==> src/rtl/seg_disp_pkg.sv <==
// Shared constants and helpers for the multiplexed seven-segment display.
// Segment vectors are ordered {g,f,e,d,c,b,a}, active-high.
package seg_disp_pkg;

  localparam logic [6:0] SEG_BLANK = 7'b0000000;
  localparam logic [6:0] SEG_DASH  = 7'b1000000;
  localparam logic [6:0] SEG_DIGIT [10] = '{
    7'b0111111, 7'b0000110, 7'b1011011, 7'b1001111, 7'b1100110,
    7'b1101101, 7'b1111101, 7'b0000111, 7'b1111111, 7'b1101111
  };

  typedef enum logic {SLOT_HOLD, SLOT_OPEN} scan_state_t;

  function automatic logic [63:0] pow10(input int n);
    logic [63:0] r;
    r = 64'd1;
    for (int i = 0; i < n; i++) r = r * 64'd10;
    return r;
  endfunction

  function automatic logic [6:0] seg_decode(input logic [3:0] d);
    case (d)
      4'd0: seg_decode = SEG_DIGIT[0];
      4'd1: seg_decode = SEG_DIGIT[1];
      4'd2: seg_decode = SEG_DIGIT[2];
      4'd3: seg_decode = SEG_DIGIT[3];
      4'd4: seg_decode = SEG_DIGIT[4];
      4'd5: seg_decode = SEG_DIGIT[5];
      4'd6: seg_decode = SEG_DIGIT[6];
      4'd7: seg_decode = SEG_DIGIT[7];
      4'd8: seg_decode = SEG_DIGIT[8];
      4'd9: seg_decode = SEG_DIGIT[9];
      default: seg_decode = SEG_BLANK;
    endcase
  endfunction

endpackage

==> src/rtl/bin2bcd_seq.sv <==
// Sequential shift-add-3 binary to BCD converter, one input bit per clock.
// done and bcd are the final shift's result, so the caller can commit them on the edge busy falls.
module bin2bcd_seq
  import seg_disp_pkg::*;
#(
  parameter int VALUE_W    = 27,
  parameter int NUM_DIGITS = 8
) (
  input  logic                    clk,
  input  logic                    rst_n,
  input  logic                    start,
  input  logic [VALUE_W-1:0]      bin,
  output logic                    busy,
  output logic                    done,
  output logic [NUM_DIGITS*4-1:0] bcd,
  output logic                    ovf
);

  localparam int CNT_W = (VALUE_W > 1) ? $clog2(VALUE_W) : 1;
  localparam logic [CNT_W-1:0] CNT_LAST = CNT_W'(VALUE_W - 1);

  logic                    busy_p0;
  logic [CNT_W-1:0]        cnt_p0;
  logic [VALUE_W-1:0]      sr_p0;
  logic [NUM_DIGITS*4-1:0] acc_p0;
  logic                    ovf_p0;
  logic [NUM_DIGITS*4-1:0] acc_adj;
  logic [NUM_DIGITS*4-1:0] acc_next;

  always_comb begin
    acc_adj = acc_p0;
    for (int i = 0; i < NUM_DIGITS; i++)
      if (acc_p0[i*4 +: 4] >= 4'd5) acc_adj[i*4 +: 4] = acc_p0[i*4 +: 4] + 4'd3;
    acc_next = {acc_adj[NUM_DIGITS*4-2:0], sr_p0[VALUE_W-1]};
  end

  // Control: busy spans exactly VALUE_W cycles
  always_ff @(posedge clk) begin
    if (!rst_n) begin
      busy_p0 <= 1'b0;
      cnt_p0  <= '0;
    end else if (busy_p0) begin
      if (cnt_p0 == CNT_LAST) busy_p0 <= 1'b0;
      cnt_p0 <= cnt_p0 + 1'b1;
    end else if (start) begin
      busy_p0 <= 1'b1;
      cnt_p0  <= '0;
    end
  end

  // Datapath: capture on accepted start, then shift one bit per busy cycle
  always_ff @(posedge clk) begin
    if (start && !busy_p0) begin
      sr_p0  <= bin;
      acc_p0 <= '0;
      ovf_p0 <= 64'(bin) >= pow10(NUM_DIGITS);
    end else if (busy_p0) begin
      sr_p0  <= sr_p0 << 1;
      acc_p0 <= acc_next;
    end
  end

  assign busy = busy_p0;
  assign done = busy_p0 && (cnt_p0 == CNT_LAST);
  assign bcd  = acc_next;
  assign ovf  = ovf_p0;

endmodule

==> src/rtl/seg_scan_display.sv <==
// Multiplexed seven-segment driver: sequential BCD conversion, digit scanning with
// anti-ghost gap, leading-zero blanking, blink, decimal points and overflow dashes.
module seg_scan_display
  import seg_disp_pkg::*;
#(
  parameter int NUM_DIGITS     = 8,
  parameter int VALUE_W        = 27,
  parameter int SCAN_DIV       = 10000,
  parameter int BLINK_DIV      = 64,
  parameter int SEG_ACTIVE_LOW = 0,
  parameter int DIG_ACTIVE_LOW = 0
) (
  input  logic                  clk,
  input  logic                  rst_n,
  input  logic [VALUE_W-1:0]    value,
  input  logic                  load,
  output logic                  busy,
  input  logic                  blank_lz,
  input  logic [NUM_DIGITS-1:0] blink_mask,
  input  logic [NUM_DIGITS-1:0] dp_mask,
  output logic                  overflow,
  output logic [6:0]            seg,
  output logic                  dp,
  output logic [NUM_DIGITS-1:0] digit_select
);

  localparam int SCAN_W = $clog2(SCAN_DIV);
  localparam int IDX_W  = $clog2(NUM_DIGITS);
  localparam int BLK_W  = (BLINK_DIV > 1) ? $clog2(BLINK_DIV) : 1;
  localparam logic [SCAN_W-1:0] SCAN_LAST = SCAN_W'(SCAN_DIV - 1);
  localparam logic [IDX_W-1:0]  IDX_LAST  = IDX_W'(NUM_DIGITS - 1);
  localparam logic [BLK_W-1:0]  BLK_LAST  = BLK_W'(BLINK_DIV - 1);
  localparam logic SEG_INV = (SEG_ACTIVE_LOW != 0);
  localparam logic DIG_INV = (DIG_ACTIVE_LOW != 0);

  logic                    conv_done;
  logic                    conv_ovf;
  logic [NUM_DIGITS*4-1:0] conv_bcd;

  bin2bcd_seq #(.VALUE_W(VALUE_W), .NUM_DIGITS(NUM_DIGITS)) u_conv (
    .clk   (clk),
    .rst_n (rst_n),
    .start (load),
    .bin   (value),
    .busy  (busy),
    .done  (conv_done),
    .bcd   (conv_bcd),
    .ovf   (conv_ovf)
  );

  logic [NUM_DIGITS*4-1:0] disp_p1;
  logic                    ovf_p1;

  // Display register: whole number and overflow swap in on one edge
  always_ff @(posedge clk) begin
    if (!rst_n) begin
      disp_p1 <= '0;
      ovf_p1  <= 1'b0;
    end else if (conv_done) begin
      disp_p1 <= conv_bcd;
      ovf_p1  <= conv_ovf;
    end
  end

  logic [SCAN_W-1:0]     scan_cnt;
  logic [IDX_W-1:0]      idx;
  logic [BLK_W-1:0]      blink_cnt;
  logic                  blink_on;
  scan_state_t           state;
  logic                  tick;
  logic                  lead_zero;
  logic                  dark;
  logic [6:0]            seg_nxt;
  logic                  dp_nxt;
  logic [6:0]            seg_p2;
  logic                  dp_p2;
  logic [NUM_DIGITS-1:0] sel_p2;

  assign tick = (scan_cnt == SCAN_LAST);

  always_comb begin
    lead_zero = 1'b1;
    for (int i = 0; i < NUM_DIGITS; i++)
      if (i >= int'(idx) && disp_p1[i*4 +: 4] != 4'd0) lead_zero = 1'b0;
    dark = blink_mask[idx] && !blink_on;
    if (dark)
      seg_nxt = SEG_BLANK;
    else if (ovf_p1)
      seg_nxt = SEG_DASH;
    else if (blank_lz && idx != '0 && lead_zero)
      seg_nxt = SEG_BLANK;
    else
      seg_nxt = seg_decode(disp_p1[{idx, 2'b00} +: 4]);
    dp_nxt = dp_mask[idx] && !dark;
  end

  // Output stage: gap on the tick edge, new digit on the following edge
  always_ff @(posedge clk) begin
    if (!rst_n) begin
      scan_cnt  <= '0;
      idx       <= '0;
      blink_cnt <= '0;
      blink_on  <= 1'b1;
      state     <= SLOT_HOLD;
      seg_p2    <= '0;
      dp_p2     <= 1'b0;
      sel_p2    <= '0;
    end else begin
      scan_cnt <= tick ? '0 : scan_cnt + 1'b1;
      if (tick) begin
        state  <= SLOT_OPEN;
        sel_p2 <= '0;
        seg_p2 <= '0;
        dp_p2  <= 1'b0;
      end else if (state == SLOT_OPEN) begin
        state  <= SLOT_HOLD;
        sel_p2 <= NUM_DIGITS'(1) << idx;
        seg_p2 <= seg_nxt;
        dp_p2  <= dp_nxt;
        if (idx == IDX_LAST) begin
          idx <= '0;
          if (blink_cnt == BLK_LAST) begin
            blink_cnt <= '0;
            blink_on  <= !blink_on;
          end else begin
            blink_cnt <= blink_cnt + 1'b1;
          end
        end else begin
          idx <= idx + 1'b1;
        end
      end
    end
  end

  assign overflow     = ovf_p1;
  assign seg          = seg_p2 ^ {7{SEG_INV}};
  assign dp           = dp_p2 ^ SEG_INV;
  assign digit_select = sel_p2 ^ {NUM_DIGITS{DIG_INV}};

endmodule

==> config.mk <==
export PLATFORM = sky130hd
export DESIGN_NAME = seg_scan_display
export DESIGN_NICKNAME = d
export VERILOG_FILES = /design/src/rtl/seg_disp_pkg.sv /design/src/rtl/bin2bcd_seq.sv /design/src/rtl/seg_scan_display.sv
export SDC_FILE = /design/constraint.sdc
export NUM_CORES = 1
export LEC_CHECK = 0
export BUFFER_PORTS_ARGS = -buffer_cell sky130_fd_sc_hd__buf_2
export CORE_UTILIZATION = 36
export DETAILED_ROUTE_END_ITERATION = 10
export SETUP_SLACK_MARGIN = 0.02
export SYNTH_ARGS = -nofsm -noshare
export SYNTH_HDL_FRONTEND = slang
export SYNTH_SLANG_ARGS = --single-unit
==> constraint.sdc <==
create_clock -name clk -period 3 [get_ports clk]
set_clock_uncertainty 0.15 [all_clocks]
set_input_delay 0.45 -clock clk [delete_from_list [all_inputs] [get_ports clk]]
set_output_delay 0.45 -clock clk [all_outputs]
set_load 0.005 [all_outputs]
==> results of run 1 <==
[flip-flops by register name, summed over array words and instances, names as in the netlist]
| name | count |
|---|---|
| blink_on | 1 |
| u_conv.sr_p0 | 27 |
| scan_cnt | 14 |
| idx | 3 |
| u_conv.acc_p0 | 32 |
| dp | 1 |
| seg | 7 |
| u_conv.ovf | 1 |
| overflow | 1 |
| u_conv.cnt_p0 | 5 |
| disp_p1 | 32 |
| state | 1 |
| blink_cnt | 6 |
| u_conv.busy | 1 |
| digit_select | 8 |
[routing by layer]
layer	global-route usage [%]	part of all wire (%)	wire, um
met1	19.4	50	7010
met2	23.3	46	6440
met3	3.90	3.6	503
met4	4.75	0.73	102
met5	0	0	0
[worst max-delay path by stage]
stage / from / endpoint / depth (start not counted)
6_report: idx[1]$_SDFFE_PN0P_ / seg[0]$_SDFFE_PP0P_ / 8
4_1_cts: idx[1]$_SDFFE_PN0P_ / seg[0]$_SDFFE_PP0P_ / 8
2_1_floorplan: idx[1]$_SDFFE_PN0P_ / seg[0]$_SDFFE_PP0P_ / 9
5_1_grt: idx[1]$_SDFFE_PN0P_ / seg[0]$_SDFFE_PP0P_ / 8
3_5_place_dp: idx[1]$_SDFFE_PN0P_ / seg[0]$_SDFFE_PP0P_ / 8
3_3_place_gp: idx[1]$_SDFFE_PN0P_ / seg[0]$_SDFFE_PP0P_ / 8
[final cells by class]
cell class | instances | area, um2 | share of cell area [%]
clock buffer | 17 | 425 | 5.33
clock inverter | 15 | 131 | 1.65
multi-input combinational | 558 | 3540 | 44.4
timing repair buffer | 73 | 400 | 5.02
sequential | 140 | 3080 | 38.6
inverter | 28 | 105 | 1.32
tap | 234 | 293 | 3.67
[kinds of logic after synthesis]
| group | synth area share [%] |
|---|---|
| adders and majority gates | 5.61 |
| AOI/OAI and AO/OA | 10.7 |
| buffers and inverters | 4.15 |
| and+or+nand+nor | 22.4 |
| xor gates and xnor gates | 3.30 |
| DFF | 44.6 |
| muxes | 9.20 |
[metrics by stage]
step                setup WS, ns  utilization, %
global route               0.440            42.5
detailed placement         0.608            39.6
finish                     0.618            42.5
global placement           0.648            39.6
CTS                        0.595            42.5
floorplan                  0.683               -
[power groups by stage]
stage / clock [mW] / sequential [mW] / combinational, mW
3_5_place_dp: 0 / 2.07 / 0.240
6_report: 1.99 / 2.03 / 0.237
5_1_grt: 2.12 / 2.04 / 0.271
4_1_cts: 2.03 / 2.03 / 0.242
3_3_place_gp: 0 / 2.07 / 0.239
2_1_floorplan: 0 / 2.06 / 0.170
[layout by cell type (no fill, tap or decap), types with 5 or more instances in the layout]
cell type and n:
nor4_1 9, o31ai_1 11, xor2_1 10, mux2i_1 26, nand2b_1 32, nor2_1 52
and2_1 6, nand4_1 11, buf_4 8, a21oi_1 55, o21ai_0 21, xnor2_1 16
nor3b_1 16, nor3_1 8, inv_1 26, ha_1 31, buf_2 64, clkbuf_16 17
dfxtp_1 111, nand2_1 171, o21ai_1 5, mux4_1 8, edfxtp_1 28, nand3_1 15
a211oi_1 13
[critical path, stage by stage (launching register included)]
cell     delay (ns)
dfxtp_1        0.44
mux4_1         0.57
mux2i_1        0.31
inv_1          0.14
ha_1           0.23
mux2_4         0.26
nand2_1        0.06
nand2_1        0.06
o21ai_2        0.11
==> impl_metrics.csv, run 1 <==
group,metric,value,unit
status,status,"finished, final reports clean",
die,fp.dieH,141,um
logic_synthesis,async_reset_ff_share,0,%
finish,nNetsFinal,896,
pwr,p_sw,1.07,mW
global_route,overflow,0,
worst_setup_path,r2r_cells,8,
logic_synthesis,yosys_warnings,0,
clock_tree,cts_hold_buffers,0,
finish,area_delta_synth_final,15.5,%
pwr,p_seq_share,47.7,%
pwr,clkPwrFrac,46.8,%
worst_setup_path,worst_r2r_endpoint,"seg[0]$_SDFFE_PP0P_",
worst_setup_path,critPathMaxFanout,5,
clock_tree,clkTransAtPathRegs,0.07,ns
sta,fin_tns_setup,0,ns
clock_tree,clock_latency,0.43,ns
global_route,grt_pass1_wl,23.5,mm
sta,post-route-period-util,79.4,%
worst_setup_path,crit_path_end_kind,"register",
logic_synthesis,syn_inst,766,
placed_design,portBuffers,64,
finish,fin_cells,1065,
clock_tree,postCtsSetupBuffers,0,
pwr,finalPower,4.25,mW
clock_tree,cts_num_sinks,140,
die,initial_core_util,36.8,%
logic_synthesis,ys_top_cells_by_count,"nand2_1 (171), dfxtp_1 (112), a21oi_1 (55), nor2_1 (52), clkbuf_1 (33)",
logic_synthesis,yosysMostFrequentCell,"nand2_1",
worst_setup_path,cp.arrival,2.59,ns
pwr,p_int,3.18,mW
sta,setup_viol,0,
die,dieArea,0.0198,mm2
sta,final_max_slew_viol_count,0,
logic_synthesis,synth.top_cell.area_share,32.4,%
flow_run,maxCapViolations,0,
logic_synthesis,ys_seq_elements,140,
logic_synthesis,synth_seq_area_share,44.6,%
hold_path,hold_depth,3,
pwr,ir_drop,381,uV
logic_synthesis,synthTopCellsByArea,"dfxtp_1 (32%), edfxtp_1 (12%), nand2_1 (9.3%)",
worst_setup_path,r2r-start,"idx[1]$_SDFFE_PN0P_",
die,core_area,0.0188,mm2
logic_synthesis,yosysTopAreaCell,"dfxtp_1",
logic_synthesis,synth_edf_count,28,
worst_setup_path,r2r_slack,0.62,ns
pwr,p_comb_share,5.6,%
worst_setup_path,crit_type,"register to register",
finish,layout-drive-gt1-share,14.6,%
global_route,grt_pass1_vias,4865,
route,drt-total-wl,14.1,mm
sta,fmax,0.420,GHz
global_route,grt_max_degree,47,
sta,fin_crit,2.38,ns
placed_design,dpl_cell_area,0.00742,mm2
pwr,p_leak,3.17,nW
placed_design,hpwl,9.82,mm
pwr,swShare,25.3,%
clock_tree,numCtsBuffers,17,
route,wl_per_cell,13.2,um
logic_synthesis,ys.flop_type,"dfxtp_1",
clock_tree,clockBufferDepth,2,
finish,design_area,0.00798,mm2
route,drc,0,
hold_path,hold_end,"u_conv.sr_p0[5]$_DFFE_PP_",
placed_design,gp_congestion,0.859,
worst_setup_path,crit_required,3.21,ns
die,io_pins,65,
die,rows,50,
route,drt_iter0_drc,173,
route,vias,5313,
die,die_x,141,um
logic_synthesis,avgSynthCellArea,9.02,um2
clock_tree,clock-root-buffer,"clkbuf_16",
logic_synthesis,syn_nets,844,
clock_tree,htreeDepth,4,
route,dr.pass1.iters,4,
pwr,power_density,533,mW/mm2
finish,final.fill_count,1873,
sta,worst_pin_slew,0.886,ns
placed_design,placed_cells,1033,
route,ant_nets,0,
sta,rsz0062_at_grt,"no",
global_route,antenna_found_initial,0,
sta,fin_hold_ws,0.134,ns
finish,antenna_cells,0,
sta,finalHoldViolations,0,
hold_path,hold_class,"input port to register",
sta,slew_headroom,40.8,%
global_route,grt_usage,14.7,%
route,avgViaCountPerCell,4.99,
clock_tree,cts_tree,"done",
clock_tree,post_cts_resize_count,0,
logic_synthesis,synthDistinctLibCells,56,
logic_synthesis,syn_area,0.00691,mm2
worst_setup_path,start_kind,"register",
hold_path,worst_hold_startpoint,"value[5]",
Power figures use the tool's default switching activity.
==> run 2, diff against run 1 <==
==> constraint.sdc (replaced) <==
create_clock -name clk -period 2.01 [get_ports clk]
set_clock_uncertainty 0.15 [all_clocks]
set_input_delay 0.3015 -clock clk [delete_from_list [all_inputs] [get_ports clk]]
set_output_delay 0.3015 -clock clk [all_outputs]
set_load 0.005 [all_outputs]
==> run 2 against run 1 <==
Compared with the run above: critical endpoint is now seg[6]$_SDFFE_PP0P_; final cell count is 6.0% higher; routed wire length is 3.6% higher; the flow now finishes with violations (negative setup slack); critical path type unchanged; maximum frequency is 11% higher; register-to-register slack worse by 0.76 ns; sequential share of layout area is 3.0 points lower.
==> impl_metrics.csv, run 2 (synthesis results as in run 1) <==
group,metric,value,unit
clock_tree,clock_latency,0.42,ns
sta,finalHoldViolations,0,
route,ant_nets,0,
die,rows,50,
route,drt-total-wl,14.6,mm
die,dieArea,0.0198,mm2
worst_setup_path,r2r-start,"idx[1]$_SDFFE_PN0P_",
worst_setup_path,crit_path_end_kind,"register",
clock_tree,cts_num_sinks,140,
clock_tree,numCtsBuffers,17,
finish,final_common_cell,"nand2_1",
status,status,"complete, but fails checks",
route,dr.pass1.iters,4,
worst_setup_path,crit_type,"register to register",
placed_design,dpl_cell_area,0.00782,mm2
placed_design,dp_slack,-0.223,ns
worst_setup_path,r2r_slack,-0.14,ns
die,core_area,0.0188,mm2
clock_tree,cts_tree,"done",
worst_setup_path,start_kind,"register",
worst_setup_path,path_depth,7,
worst_setup_path,cp.arrival,2.30,ns
die,fp.dieH,141,um
worst_setup_path,worst_r2r_endpoint,"seg[6]$_SDFFE_PP0P_",
worst_setup_path,crit_path_end,"seg[6]$_SDFFE_PP0P_",
status,violations,"negative setup slack",
sta,worst_pin_slew,0.463,ns
sta,final_max_slew_viol_count,0,
worst_setup_path,r2r_cells,7,
worst_setup_path,critPathMaxFanout,11,
finish,area_delta_synth_final,25.3,%
clock_tree,clockBufferDepth,2,
finish,nNetsFinal,961,
global_route,grt_pass1_vias,5131,
sta,fmax,0.465,GHz
die,initial_core_util,36.8,%
worst_setup_path,crit_required,2.16,ns
sta,post-route-period-util,107,%
route,drt_iter0_drc,281,
global_route,antenna_found_initial,0,
global_route,grt_max_degree,47,
placed_design,portBuffers,64,
clock_tree,htreeDepth,4,
finish,antenna_cells,0,
worst_setup_path,cp_top_family,"multiplexers",
worst_setup_path,critical_path.startpoint,"idx[1]$_SDFFE_PN0P_",
sta,setup_slack,-0.142,ns
finish,final.fill_count,1812,
route,drc,0,
finish,mostFrequentLayoutCells,"nand2_1 (170), dfxtp_1 (110), buf_2 (63), a21oi_1 (54), buf_4 (54)",
clock_tree,clock-root-buffer,"clkbuf_16",
route,vias,5476,
clock_tree,clkTransAtPathRegs,0.06,ns
placed_design,hpwl,10.2,mm
route,avgViaCountPerCell,4.85,
worst_setup_path,cpPeakStageDelay,0.50,ns
worst_setup_path,critPathSlowestCell,"mux4_2",
sta,slew_headroom,69.2,%
pwr,finalPower,6.64,mW
worst_setup_path,cp_num_buf_inv,1,
die,io_pins,65,
global_route,grt_pass1_wl,24.5,mm
finish,layout-drive-gt1-share,21.7,%
worst_setup_path,worstPathCellList,"buf_12 -> mux4_2 -> mux2_4 -> mux2i_1 -> a22o_1 -> a21oi_2 -> o21ai_1",
route,wl_per_cell,12.9,um
hold_path,hold_class,"input port to register",
global_route,grt_usage,15.5,%
sta,fin_crit,2.15,ns
pwr,p_leak,3.46,nW
finish,reg.largest.list,"disp_p1 x32, u_conv.acc_p0 x32, u_conv.sr_p0 x27",
sta,rsz0062_at_grt,"yes",
pwr,power_density,767,mW/mm2
finish,design_area,0.00866,mm2
placed_design,gp_congestion,0.792,
die,die_x,141,um
pwr,ir_drop,471,uV
flow_run,maxCapViolations,0,
global_route,overflow,0,
sta,setup_viol,10,
run 2: cell types whose count changed in the layout (fill, tap and decap cells not counted), moves of 4 or more:
cell / change
buf_12: +4
buf_4: +46
bufinv_16: +4
dlygate4sd3_1: +14
ha_1: -4
inv_8: -4
mux4_1: -8
mux4_2: +8
run 2: layer usage:
metal | routed length [um] | track usage [%] | vias to the layer above
met1 | 7140 | 19.8 | 2504
met4 | 259 | 5.89 | 0
met2 | 6720 | 25.1 | 83
met5 | 0 | 0 | -
li1 | - | - | 2874
met3 | 439 | 4.07 | 15
run 2: tightest hold or removal path, delay by kind of cell:
kind	cells	cell delay, ns
and+or+nand+nor	2	0.09
buffers and inverters	1	0.08
run 2: power by group:
part           internal [mW]  total [mW]  switching (mW)
logic                  0.173       0.394           0.221
registers               2.98        3.03          0.0469
clock network           2.06        3.22            1.16
run 2: layout make-up:
class                   count  area, um2  share of cell area [%]
clock inverters            12        173                    1.99
repair buffers            138        983                    11.4
flip-flops and latches    140       3090                    35.6
inverters                  28        105                    1.21
multi-input cells         558       3590                    41.4
clock buffers              19        433                    5.00
well taps                 234        293                    3.38
run 2: stage by stage:
stage	setup TNS [ns]	std cells	hold WS [ns]	utilization [%]
floorplan	-0.375	766	0.213	-
global placement	-1.35	1081	0.279	41.6
detailed placement	-1.72	1081	0.290	41.6
CTS	-0.812	1128	0.00166	46.0
global route	-2.33	1129	0.0134	46.2
finish	-0.823	1129	0.0124	46.2
run 2: repair_timing:
action | in CTS | in global routing
setup endpoints to repair | 14 | 16
pin swaps | 8 | 9
gates resized for setup | 12 | 10
setup buffers | 2 | 2
hold buffers | 14 | 0
hold endpoints to repair | 14 | 0
run 2: how the worst min path moves through the flow:
stage,startpoint,end,slack (ns),depth (start not counted)
final,value[4],u_conv.sr_p0[4]$_DFFE_PP_,0.01,3
after global routing,value[19],u_conv.sr_p0[19]$_DFFE_PP_,0.01,3
after CTS,value[3],u_conv.sr_p0[3]$_DFFE_PP_,0.002,3
after detailed placement,scan_cnt[0]$_SDFF_PP0_,scan_cnt[0]$_SDFF_PP0_,0.29,1
after global placement,scan_cnt[0]$_SDFF_PP0_,scan_cnt[0]$_SDFF_PP0_,0.28,1
after floorplan,rst_n,blink_on$_SDFFE_PN1P_,0.21,1
==> run 3, diff against run 2 <==
--- a/config.mk
+++ b/config.mk
@@ -5,7 +5,7 @@
 export SDC_FILE = /design/constraint.sdc
 export NUM_CORES = 1
 export LEC_CHECK = 0
-export BUFFER_PORTS_ARGS = -buffer_cell sky130_fd_sc_hd__buf_2
+export BUFFER_PORTS_ARGS = -buffer_cell sky130_fd_sc_hd__buf_4
 export CORE_UTILIZATION = 36
 export DETAILED_ROUTE_END_ITERATION = 10
 export SETUP_SLACK_MARGIN = 0.02
==> constraint.sdc (replaced) <==
create_clock -name clk -period 2.8 [get_ports clk]
set_clock_uncertainty 0.15 [all_clocks]
set_input_delay 0.42 -clock clk [delete_from_list [all_inputs] [get_ports clk]]
set_output_delay 0.42 -clock clk [all_outputs]
set_load 0.005 [all_outputs]
==> run 3 against run 2 <==
Compared with the run above: the run now ends clean; first-iteration DRC count is 36% lower; power is 31% lower; routed wire length is 0.83% lower; via count is 2.6% lower; maximum frequency is 12% lower; clock power is 34% lower.
==> impl_metrics.csv, run 3 (synthesis results as in run 1) <==
group,metric,value,unit
global_route,grt_pass1_vias,4976,
finish,antenna_cells,0,
die,fp.dieH,141,um
sta,rsz0062_at_grt,"no",
clock_tree,cts_num_sinks,140,
clock_tree,numCtsBuffers,17,
die,core_area,0.0188,mm2
sta,fmax,0.407,GHz
global_route,grt_max_degree,47,
sta,fin_hold_ws,0.103,ns
finish,layout-drive-gt1-share,14.7,%
global_route,grt_use_met1,19.7,%
route,avgViaCountPerCell,5.01,
route,drc,0,
placed_design,portBuffers,64,
pwr,swShare,23.6,%
die,io_pins,65,
global_route,antenna_found_initial,0,
finish,final.fill_count,1841,
sta,worst_pin_slew,0.894,ns
status,status,"finished, final reports clean",
worst_setup_path,path_common_cell,"nand2_1",
clock_tree,clockBufferDepth,2,
placed_design,gp_congestion,0.827,
clock_tree,cts_tree,"done",
worst_setup_path,start_kind,"register",
worst_setup_path,worstPathCellList,"mux4_1 -> mux2i_1 -> inv_1 -> ha_1 -> mux2_4 -> nand2_1 -> nand2_1 -> o21ai_2",
hold_path,hold_depth,2,
route,vias,5331,
pwr,clkPwrFrac,46.2,%
worst_setup_path,r2r_slack,0.34,ns
sta,final_max_slew_viol_count,0,
die,die_x,141,um
placed_design,hpwl,10.1,mm
die,rows,50,
clock_tree,postCtsSetupBuffers,0,
route,drt_iter0_drc,179,
global_route,grt_pass1_wl,24.3,mm
clock_tree,cts_hold_buffers,0,
placed_design,dp_slack,0.206,ns
clock_tree,htreeDepth,4,
worst_setup_path,r2r_cells,8,
clock_tree,clkTransAtPathRegs,0.06,ns
route,drt-total-wl,14.4,mm
finish,final_common_cell,"nand2_1",
flow_run,maxCapViolations,0,
finish,mostFrequentLayoutCells,"nand2_1 (171), dfxtp_1 (110), buf_4 (72), a21oi_1 (55), nor2_1 (52)",
sta,setup_slack,0.345,ns
sta,finalHoldViolations,0,
clock_tree,clock_latency,0.42,ns
route,wl_per_cell,13.6,um
placed_design,dpl_cell_area,0.00758,mm2
pwr,p_int,3.48,mW
route,dr.pass1.iters,4,
worst_setup_path,cp.arrival,2.66,ns
route,ant_nets,0,
pwr,p_comb_share,6.0,%
global_route,grt.met2_usage,24.6,%
pwr,p_sw,1.07,mW
sta,post-route-period-util,87.7,%
global_route,busiest_layer,"met2",
global_route,overflow,0,
sta,fin_tns_setup,0,ns
pwr,ir_drop,374,uV
die,initial_core_util,36.8,%
finish,nNetsFinal,896,
sta,setup_viol,0,
worst_setup_path,crit_required,3.00,ns
finish,area_delta_synth_final,17.7,%
worst_setup_path,cpPeakStageDelay,0.57,ns
worst_setup_path,crit_path_end_kind,"register",
global_route,grtUsageMet3,3.86,%
clock_tree,clock-root-buffer,"clkbuf_16",
sta,slew_headroom,40.2,%
pwr,p_seq_share,47.7,%
worst_setup_path,critPathMaxFanout,9,
worst_setup_path,crit_type,"register to register",
pwr,power_density,560,mW/mm2
pwr,finalPower,4.56,mW
pwr,p_leak,3.20,nW
worst_setup_path,critPathSlowestCell,"mux4_1",
global_route,grt_usage,15.3,%
finish,reg.largest.list,"disp_p1 x32, u_conv.acc_p0 x32, u_conv.sr_p0 x27",
sta,fin_crit,2.46,ns
finish,design_area,0.00814,mm2
hold_path,hold_class,"input port to register",
die,dieArea,0.0198,mm2
==> run 3: worst paths after layout <==
| path | endpoint | start |
|---|---|---|
| worst min register to register | seg[6]$_SDFFE_PP0P_ | seg[6]$_SDFFE_PP0P_ |
| worst max-delay path | seg[0]$_SDFFE_PP0P_ | idx[1]$_SDFFE_PN0P_ |
| worst min-delay path | blink_on$_SDFFE_PN1P_ | rst_n |
| worst max register to register | seg[0]$_SDFFE_PP0P_ | idx[1]$_SDFFE_PN0P_ |
==> run 3: cell type report <==
class,instances,area [um2],area share (%)
Multi-Input combinational cell,558,3540,43.5
Tap cell,234,293,3.60
Sequential cell,140,3090,37.9
Clock buffer,18,430,5.29
Inverter,28,105,1.29
Timing Repair Buffer,73,561,6.89
Clock inverter,14,121,1.49
==> run 3: timing repair <==
| item | CTS | global route |
|---|---|---|
| endpoints found under the setup margin | 0 | 1 |
| endpoints found under the hold margin | 0 | 0 |
| resized for setup | 0 | 1 |
==> run 3: routing by layer <==
layer / part of all wire [%] / up-vias / wire, um
met5: 0 / - / 0
met4: 1.8 / 0 / 265
met3: 3.9 / 14 / 562
met2: 46 / 98 / 6660
met1: 48 / 2467 / 6950
li1: - / 2752 / -
==> run 3: metrics by stage <==
| stage | instances | utilization (%) |
|---|---|---|
| 2_1_floorplan | 766 | - |
| 3_3_place_gp | 1033 | 40.4 |
| 3_5_place_dp | 1033 | 40.4 |
| 4_1_cts | 1065 | 43.3 |
| 5_1_grt | 1065 | 43.4 |
| 6_report | 1065 | 43.4 |
==> run 3: critical path: cells and delay by family (launching register included) <==
kind / cells / cell delay [ns]
fa+ha+maj: 1 / 0.23
mux: 3 / 1.16
flops: 1 / 0.46
simple gates: 2 / 0.14
compound gates: 1 / 0.12
buf+inv: 1 / 0.14
==> run 3: power groups by stage <==
stage | Combinational (mW) | Clock [mW] | Sequential, mW
CTS | 0.281 | 2.17 | 2.18
global route | 0.312 | 2.26 | 2.18
floorplan | 0.182 | 0 | 2.20
finish | 0.275 | 2.11 | 2.18
detailed placement | 0.280 | 0 | 2.22
global placement | 0.276 | 0 | 2.22
